File: src/rtl/mul_pipe.sv
// Two-stage pipelined multiplier with RISC-V style MUL/MULH/MULHSU/MULHU selection.
// Stage 1 registers sign-stripped operands; stage 2 registers the selected product half.

module mul_pipe_array #(
    parameter int WIDTH        = 8,
    parameter bit BEHAVIORAL   = 1'b0,
    parameter bit RIPPLE_CARRY = 1'b1
) (
    input  logic [WIDTH-1:0]   a,
    input  logic [WIDTH-1:0]   b,
    output logic [2*WIDTH-1:0] p
);

    generate
        if (BEHAVIORAL) begin : g_behav
            assign p = {{WIDTH{1'b0}}, a} * {{WIDTH{1'b0}}, b};
        end else if (RIPPLE_CARRY) begin : g_ripple
            logic [2*WIDTH-1:0] acc;
            logic [2*WIDTH-1:0] row;
            logic               carry;
            logic               sum;

            // Each partial-product row is folded into the accumulator by a bit-serial ripple adder.
            always_comb begin
                acc   = '0;
                row   = '0;
                carry = 1'b0;
                sum   = 1'b0;
                for (int i = 0; i < WIDTH; i++) begin
                    row   = b[i] ? ({{WIDTH{1'b0}}, a} << i) : '0;
                    carry = 1'b0;
                    for (int j = 0; j < 2*WIDTH; j++) begin
                        sum    = acc[j] ^ row[j] ^ carry;
                        carry  = (acc[j] & row[j]) | (carry & (acc[j] ^ row[j]));
                        acc[j] = sum;
                    end
                end
                p = acc;
            end
        end else begin : g_csa
            logic [2*WIDTH-1:0] s;
            logic [2*WIDTH-1:0] c;
            logic [2*WIDTH-1:0] row;
            logic [2*WIDTH-1:0] ns;
            logic [2*WIDTH-1:0] nc;

            // Carry-save reduction; only the final sum/carry pair goes through a full adder.
            always_comb begin
                s   = '0;
                c   = '0;
                row = '0;
                ns  = '0;
                nc  = '0;
                for (int i = 0; i < WIDTH; i++) begin
                    row = b[i] ? ({{WIDTH{1'b0}}, a} << i) : '0;
                    ns  = s ^ c ^ row;
                    nc  = ((s & c) | (s & row) | (c & row)) << 1;
                    s   = ns;
                    c   = nc;
                end
                p = s + c;
            end
        end
    endgenerate

endmodule

module mul_pipe #(
    parameter int WIDTH        = 8,
    parameter int TAG_WIDTH    = 5,
    parameter bit BEHAVIORAL   = 1'b0,
    parameter bit RIPPLE_CARRY = 1'b1
) (
    input  logic                 clk,
    input  logic                 rst_n,
    input  logic                 in_valid,
    output logic                 in_ready,
    input  logic [1:0]           in_op,
    input  logic [WIDTH-1:0]     in_a,
    input  logic [WIDTH-1:0]     in_b,
    input  logic [TAG_WIDTH-1:0] in_tag,
    output logic                 out_valid,
    input  logic                 out_ready,
    output logic [WIDTH-1:0]     out_result,
    output logic [TAG_WIDTH-1:0] out_tag
);

    localparam logic [1:0] OP_MUL    = 2'b00;
    localparam logic [1:0] OP_MULH   = 2'b01;
    localparam logic [1:0] OP_MULHSU = 2'b10;

    function automatic logic [WIDTH-1:0] magnitude(input logic signed [WIDTH-1:0] v,
                                                   input logic as_signed);
        return (as_signed && v[WIDTH-1]) ? -v : v;
    endfunction

    function automatic logic [2*WIDTH-1:0] apply_sign(input logic [2*WIDTH-1:0] v,
                                                      input logic neg);
        return neg ? (~v + (2*WIDTH)'(1)) : v;
    endfunction

    logic                 signed_a;
    logic                 signed_b;
    logic                 adv_p1;
    logic                 adv_p2;

    logic                 vld_p1;
    logic [WIDTH-1:0]     mag_a_p1;
    logic [WIDTH-1:0]     mag_b_p1;
    logic                 neg_p1;
    logic [1:0]           op_p1;
    logic [TAG_WIDTH-1:0] tag_p1;

    logic [2*WIDTH-1:0]   prod_raw_p1;
    logic [2*WIDTH-1:0]   prod_p1;
    logic [WIDTH-1:0]     result_p1;

    logic                 vld_p2;
    logic [WIDTH-1:0]     res_p2;
    logic [TAG_WIDTH-1:0] tag_p2;

    assign signed_a = (in_op == OP_MULH) || (in_op == OP_MULHSU);
    assign signed_b = (in_op == OP_MULH);

    assign adv_p2   = !vld_p2 || out_ready;
    assign adv_p1   = !vld_p1 || adv_p2;
    assign in_ready = adv_p1;

    // Stage 1: operand magnitudes, negate flag, op and tag
    always_ff @(posedge clk) begin
        if (adv_p1 && in_valid) begin
            mag_a_p1 <= magnitude(in_a, signed_a);
            mag_b_p1 <= magnitude(in_b, signed_b);
            neg_p1   <= (signed_a & in_a[WIDTH-1]) ^ (signed_b & in_b[WIDTH-1]);
            op_p1    <= in_op;
            tag_p1   <= in_tag;
        end
    end

    mul_pipe_array #(
        .WIDTH        (WIDTH),
        .BEHAVIORAL   (BEHAVIORAL),
        .RIPPLE_CARRY (RIPPLE_CARRY)
    ) u_array (
        .a (mag_a_p1),
        .b (mag_b_p1),
        .p (prod_raw_p1)
    );

    assign prod_p1   = apply_sign(prod_raw_p1, neg_p1);
    assign result_p1 = (op_p1 == OP_MUL) ? prod_p1[WIDTH-1:0] : prod_p1[2*WIDTH-1:WIDTH];

    // Stage 2: selected product half and tag; output registers clear on reset
    always_ff @(posedge clk or negedge rst_n) begin
        if (!rst_n) begin
            vld_p1 <= 1'b0;
            vld_p2 <= 1'b0;
            res_p2 <= '0;
            tag_p2 <= '0;
        end else begin
            if (adv_p1) begin
                vld_p1 <= in_valid;
            end
            if (adv_p2) begin
                vld_p2 <= vld_p1;
                if (vld_p1) begin
                    res_p2 <= result_p1;
                    tag_p2 <= tag_p1;
                end
            end
        end
    end

    assign out_valid  = vld_p2;
    assign out_result = res_p2;
    assign out_tag    = tag_p2;

endmodule

File: config.mk
export PLATFORM = sky130hd
export DESIGN_NAME = mul_pipe
export DESIGN_NICKNAME = d
export VERILOG_FILES = /design/src/rtl/mul_pipe.sv
export SDC_FILE = /design/constraint.sdc
export NUM_CORES = 1
export LEC_CHECK = 0
export CAP_MARGIN = 20
export CELL_PAD_IN_SITES_DETAIL_PLACEMENT = 1
export CELL_PAD_IN_SITES_GLOBAL_PLACEMENT = 1
export CORE_ASPECT_RATIO = 2
export CORE_MARGIN = 8
export CORE_UTILIZATION = 49
export DETAILED_ROUTE_END_ITERATION = 10
export PLACE_DENSITY_LB_ADDON = 0.12
export SLEW_MARGIN = 10
export SYNTH_ARGS = -nofsm -noshare
export SYNTH_HDL_FRONTEND = slang
export SYNTH_SLANG_ARGS = --single-unit
File: constraint.sdc
create_clock -name clk -period 21.6 [get_ports clk]
set_input_delay 4.32 -clock clk [delete_from_list [all_inputs] [get_ports clk]]
set_output_delay 4.32 -clock clk [all_outputs]
set_load 0.02 [all_outputs]
## Word-level counts from Yosys, hierarchy flattened

Cells that the tools add are included.

- Register bits after elaboration: 39
- Input bits: 27

- Bitwise logic cells: 522
- Reductions and logical operators: 10
- Mux-type cells: 12
- Eq/ne operators: 2
- $add $sub $neg: 3

Operators with widths:

| cell | number |
|---|---|
| XOR 1 bit | 189 |
| AND 1 bit | 183 |
| bitwise OR 1 bit | 98 |
| 2-to-1 mux 8 bit | 4 |
| XOR 1 bit, second input constant | 21 |
| adder 16 x 1 -> 16 bit, second input constant | 1 |
| 2-to-1 mux 16 bit | 1 |
| negator 8 bit | 2 |
| NOT 16 bit | 1 |
| AND 1 bit, second input constant | 15 |
| 2-to-1 mux 15 bit | 1 |
| 2-to-1 mux 14 bit | 1 |
| 2-to-1 mux 13 bit | 1 |
| 2-to-1 mux 12 bit | 1 |
| 2-to-1 mux 11 bit | 1 |
| 2-to-1 mux 10 bit | 1 |
| 2-to-1 mux 9 bit | 1 |
| XOR 1 bit, both inputs constant | 7 |
| AND 1 bit, both inputs constant | 6 |
| logical AND 1 bit | 3 |
| logical OR 1 bit | 3 |
| == test 2 x 1 -> 1 bit, second input constant | 1 |
| == test 2 bit, second input constant | 1 |
| logical NOT 1 bit | 2 |
| other kinds (4) | 4 |

## Depth between registers and ports, before layout

- Depth in word-level cells: 47
- Depth in mapped cells: 40
- Depth with buffers taken out: 39

## Hierarchy

A second synthesis with hierarchy kept.

- Cells, all modules: 352
- Area total of the unflattened synthesis: 3651.0 µm²

By module, submodules not included:

| module | cells an instance | instances | sequential area each (µm²) | area each (µm²) |
|---|---|---|---|---|
| mul_pipe | 206 | 1 | 1096.1 | 2130.8 |
| mul_pipe_array | 146 | 1 | 0.0 | 1520.2 |

## Worst setup path after synthesis

Ideal clock, no wire load.

- Path type: register to register
- Start point: register mag_b_p1[0]
- End point: register res_p2[6], in the netlist out_result[6]
- Path slack: 12.015 ns
- Library setup time: 0.076 ns
- Cell stages (with the launch flop): 33
- Required time: 21.524 ns
- Arrival: 9.509 ns
- Path through: edfxtp_1 > clkbuf_1 > and2_1 > ha_1 > inv_1 > fa_1 > inv_1 > fa_1 > fa_1 > fa_1 > inv_1 > fa_1 > fa_1 > fa_1 > fa_1 > inv_1 > fa_1 > fa_1 > fa_1 > fa_1 > fa_1 > fa_1 > fa_1 > fa_1 > inv_1 > fa_1 > inv_1 > fa_1 > or2_2 > o41ai_2 > xor2_1 > nor2_1 > o21ai_1

- Word-level cells in the longest chain between the ends: 45
- Elaborated cells on any way between the ends: 475
- Those cells by class: add/sub (1); mux (3); bitwise (471)

RTL lines:

| item | line | RTL |
|---|---|---|
| start, declared | 109 | `logic [WIDTH-1:0] mag_b_p1;` |
| start signal, assigned | 133 | `mag_b_p1 <= magnitude(in_b, signed_b);` |
| 2-to-1 mux 8 bit * | 30 | `row = b[i] ? ({{WIDTH{1'b0}}, a} << i) : '0;` |
| AND 1 bit or XOR 1 bit (tied branches) (2 in a row) | 34, 33 |  |
| bitwise OR 1 bit or XOR 1 bit (tied branches) | 34, 33 |  |
| AND 1 bit or XOR 1 bit (tied branches) | 34, 33 |  |
| bitwise OR 1 bit or XOR 1 bit (tied branches) | 34, 33 |  |
| AND 1 bit or XOR 1 bit (tied branches) | 34, 33 |  |
| bitwise OR 1 bit or XOR 1 bit (tied branches) | 34, 33 |  |
| AND 1 bit or XOR 1 bit (tied branches) | 34, 33 |  |
| [... 28 more ...] | n/a |  |
| XOR 1 bit (tied with other cells) | 33 | `sum = acc[j] ^ row[j] ^ carry;` |
| XOR 1 bit or AND 1 bit (tied branches) | 33, 34 |  |
| XOR 1 bit or bitwise OR 1 bit (tied branches) | 33, 34 |  |
| XOR 1 bit | 33 |  |
| NOT 16 bit | 99 | `return neg ? (~v + (2*WIDTH)'(1)) : v;` |
| adder 16 x 1 -> 16 bit | 99 |  |
| 2-to-1 mux 16 bit * | 99 |  |
| 2-to-1 mux 8 bit * | 151 | `assign result_p1 = (op_p1 == OP_MUL) ? prod_p1[WIDTH-1:0] : prod_p1[2*WIDTH-1:WIDTH];` |
| end signal, assigned | 167 | `res_p2 <= result_p1;` |
| end, declared | 119 | `logic [WIDTH-1:0] res_p2;` |

Mark *: on every way between the ends. The rest lies on a longest branch, timed or not.
A chain may end at the register's enable or synchronous reset.

## Worst setup path in the final report

Ends and elaborated chain as after synthesis.

==> metrics.md <==
| Metric | Value |
|---|---|
| Total GRT Usage | `0.169` |
| Avg WL per Cell | `17.3 um` |
| Clock transition at the registers of the reported paths | `60 ps` |
| Largest fanout on the critical path | `10` |
| Routed wire length on met3 | `240 um` |
| Clk Tree Root Cell | `clkbuf_16` |
| CP startpoint kind | `register` |
| TritonRoute pass-1 iters | `4` |
| Clock buffer depth | `2` |
| Crit share post-route | `0.466` |
| Crit-path slowest cell | `edfxtp_1` |
| Gpl congestion | `0.790` |
| RSZ-0062 raised after global routing | `no` |
| Uppermost routed layer | `met4` |
| Mean Syn Cell Area | `10.4 sq um` |
| Worst min path class | `reg2reg` |
| Max rail drop VDD | `0.0000761 V` |
| CTS Buf Count | `5` |
| Synth cell count leaders | `fa_1, nand2_1, and2_1, inv_1, edfxtp_1` |
| Power density over the cells | `167 nW/um^2` |
| Fin Setup TNS | `0 ps` |
| Total chip power | `0.000714 W` |
| Non-filler cells in the finished layout | `486` |
| Largest net degree at the start of global routing | `25` |
| Starting Density | `0.505` |
| WP data arrival | `10280 ps` |
| Synth top area share | `0.264` |
| Minimum clock period | `10080 ps` |
| Status | `completed` |
| # fillers | `790` |
| Yosys reg bits | `39` |
| Area delta synth->final | `17.7%` |
| Crit path top cell by count | `fa_1` |
| Mapped Nets | `438` |
| Post-synth EDFFs | `24` |
| Fin. max-slew vios | `0` |
| Data required, critical path | `21810 ps` |
| Leak | `1.84 nW` |
| Final hold vios | `0` |
| Max_slew headroom | `0.227` |
| Critical Setup Path Class | `reg2reg` |
| CTS tree | `yes` |
| Antenna violations before repair | `0` |
| Total of max-cap violations | `0` |
| # DRC | `0` |
| CP endpoint kind | `register` |
| Synth Flop Type | `edfxtp_1` |
| H-tree level count | `2` |
| # Post-CTS Setup Buffers | `0` |
| Clock latency on the worst-skew pair | `280 ps` |
| Synth warnings | `0` |
| Port Buffer Count | `41` |
| Endpoints failing setup | `0` |
| Core footprint | `7210 sq um` |
| Worst slew pin tran | `1130 ps` |
| Mapped cell area | `3640 sq um` |
| Vias in the first global route | `2995` |
| DRT iter0 DRCs | `52` |
| Post-detail-place hpwl | `7140 um` |
| Die Y | `138 um` |
| Share of cells above drive strength 1 | `0.0482` |
| Grt ovf | `0` |
| Clk sink count | `39` |
| Cts repair resizes | `0` |
| Synth area leaders | `fa_1, edfxtp_1, dfrtp_1` |
| Async set-reset flop share out of synthesis | `0.385` |
| Die ar. | `10600 sq um` |
| Yosys cell types | `40` |
| # diodes | `0` |
| CP max stage delay | `550 ps` |
| First-pass GRT wire length | `14100 um` |
| Vias | `2605` |
| Die width | `76.9 um` |
| Wire length on met1 | `2550 um` |
| Placed insts | `477` |
| Site row count | `44` |
| I/O pin count | `42` |
| DR vias/cell | `5.36` |
| ANT nets after route | `0` |
| Met2 wire len | `5450 um` |
| WP buf/inv | `6` |
| Hold-fix buffers, CTS | `0` |
| Peak Freq | `0.0993 GHz` |
| Sequential fraction of the synthesis area | `0.301` |
| Clock skew | `5.86 ps` |
| Cell taking the most area after synthesis | `fa_1` |
| Final nets | `480` |
| WL final | `8420 um` |
| Syn Inst Count | `351` |
| Crit path max-delay family | `adder cells` |
[worst register-to-register path: cells and delay by family (launching register included)]
| family | cells | cell delay, ps |
|---|---|---|
| AOI/OAI and AO/OA | 2 | 360 |
| adders and majority gates | 19 | 7910 |
| xor gates and xnor gates | 1 | 180 |
| buffers and inverters | 6 | 410 |
| and+or+nand+nor | 3 | 600 |
| DFF | 1 | 550 |
[state kept, by name, summed over array words and instances (netlist names)]
| register | cells |
|---|---|
| mag_b_p1 | 8 |
| vld_p1 | 1 |
| mag_a_p1 | 8 |
| tag_p1 | 5 |
| neg_p1 | 1 |
| out_result | 8 |
| out_valid | 1 |
| out_tag | 5 |
| op_p1 | 2 |
[kinds of logic (layout without fill, tap and decap cells)]
logic type	after synthesis	in the layout	share of synthesized area
flops	39	39	0.301
buf+inv	52	95	0.0557
simple gates	132	132	0.189
mux	4	4	0.0117
xor+xnor	24	24	0.0578
compound gates	40	40	0.0794
fa+ha+maj	60	60	0.305
[power breakdown]
group / internal, W / total (W) / switching [W]
Combinational: 0.000245 / 0.000538 / 0.000293
Clock: 0.0000422 / 0.0000701 / 0.0000279
Sequential: 0.0000945 / 0.000106 / 0.0000110
[through the flow]
step | area [sq um] | worst slack [ps] | utilization | hold WS, ps
CTS | 4270 | 11460 | 0.592 | 449
global route | 4280 | 11070 | 0.594 | 462
floorplan | 3640 | 12010 | - | 415
finish | 4280 | 11530 | 0.594 | 441
detailed placement | 4130 | 11560 | 0.573 | 437
global placement | 4130 | 11740 | 0.573 | 422
[metal layers]
layer | up-vias | track usage
met5 | - | 0
met4 | 0 | 0.0647
met3 | 13 | 0.0292
met2 | 46 | 0.379
met1 | 1334 | 0.131
li1 | 1212 | -
[path summary, 6_finish.rpt]
| kind | start | to | slack [ps] | cells past startpoint |
|---|---|---|---|---|
| worst min register to register | tag_p1[2] | out_tag[2] | 440 | 2 |
| max in group asynchronous | rst_n | out_tag[1] | 16690 | 1 |
| worst max register to register | mag_b_p1[0] | out_result[6] | 11530 | 31 |
| min in group asynchronous | rst_n | out_result[2] | 4460 | 1 |
| worst min-delay path | tag_p1[2] | out_tag[2] | 440 | 2 |
| worst max-delay path | mag_b_p1[0] | out_result[6] | 11530 | 31 |
[cells in the final DEF (no fill, tap or decap), types with 12 or more instances in the layout]
cell type / count
clkdlybuf4s50_1: 41
dfrtp_1: 15
xnor2_1: 13
and2_1: 45
inv_1: 45
ha_1: 12
nand2_1: 48
edfxtp_1: 24
nor2_1: 12
fa_1: 48
[cell type report]
type                    count  area, sq um  area share
multi-input cells         260         2340       0.546
flip-flops and latches     39         1100       0.256
repair buffers             42          425      0.0993
inverters                  45          169      0.0394
clock buffers               6          129      0.0301
well taps                  92          115      0.0269
clock inverters             2         8.76     0.00204
No activity file was read; power rests on OpenSTA's default activity.
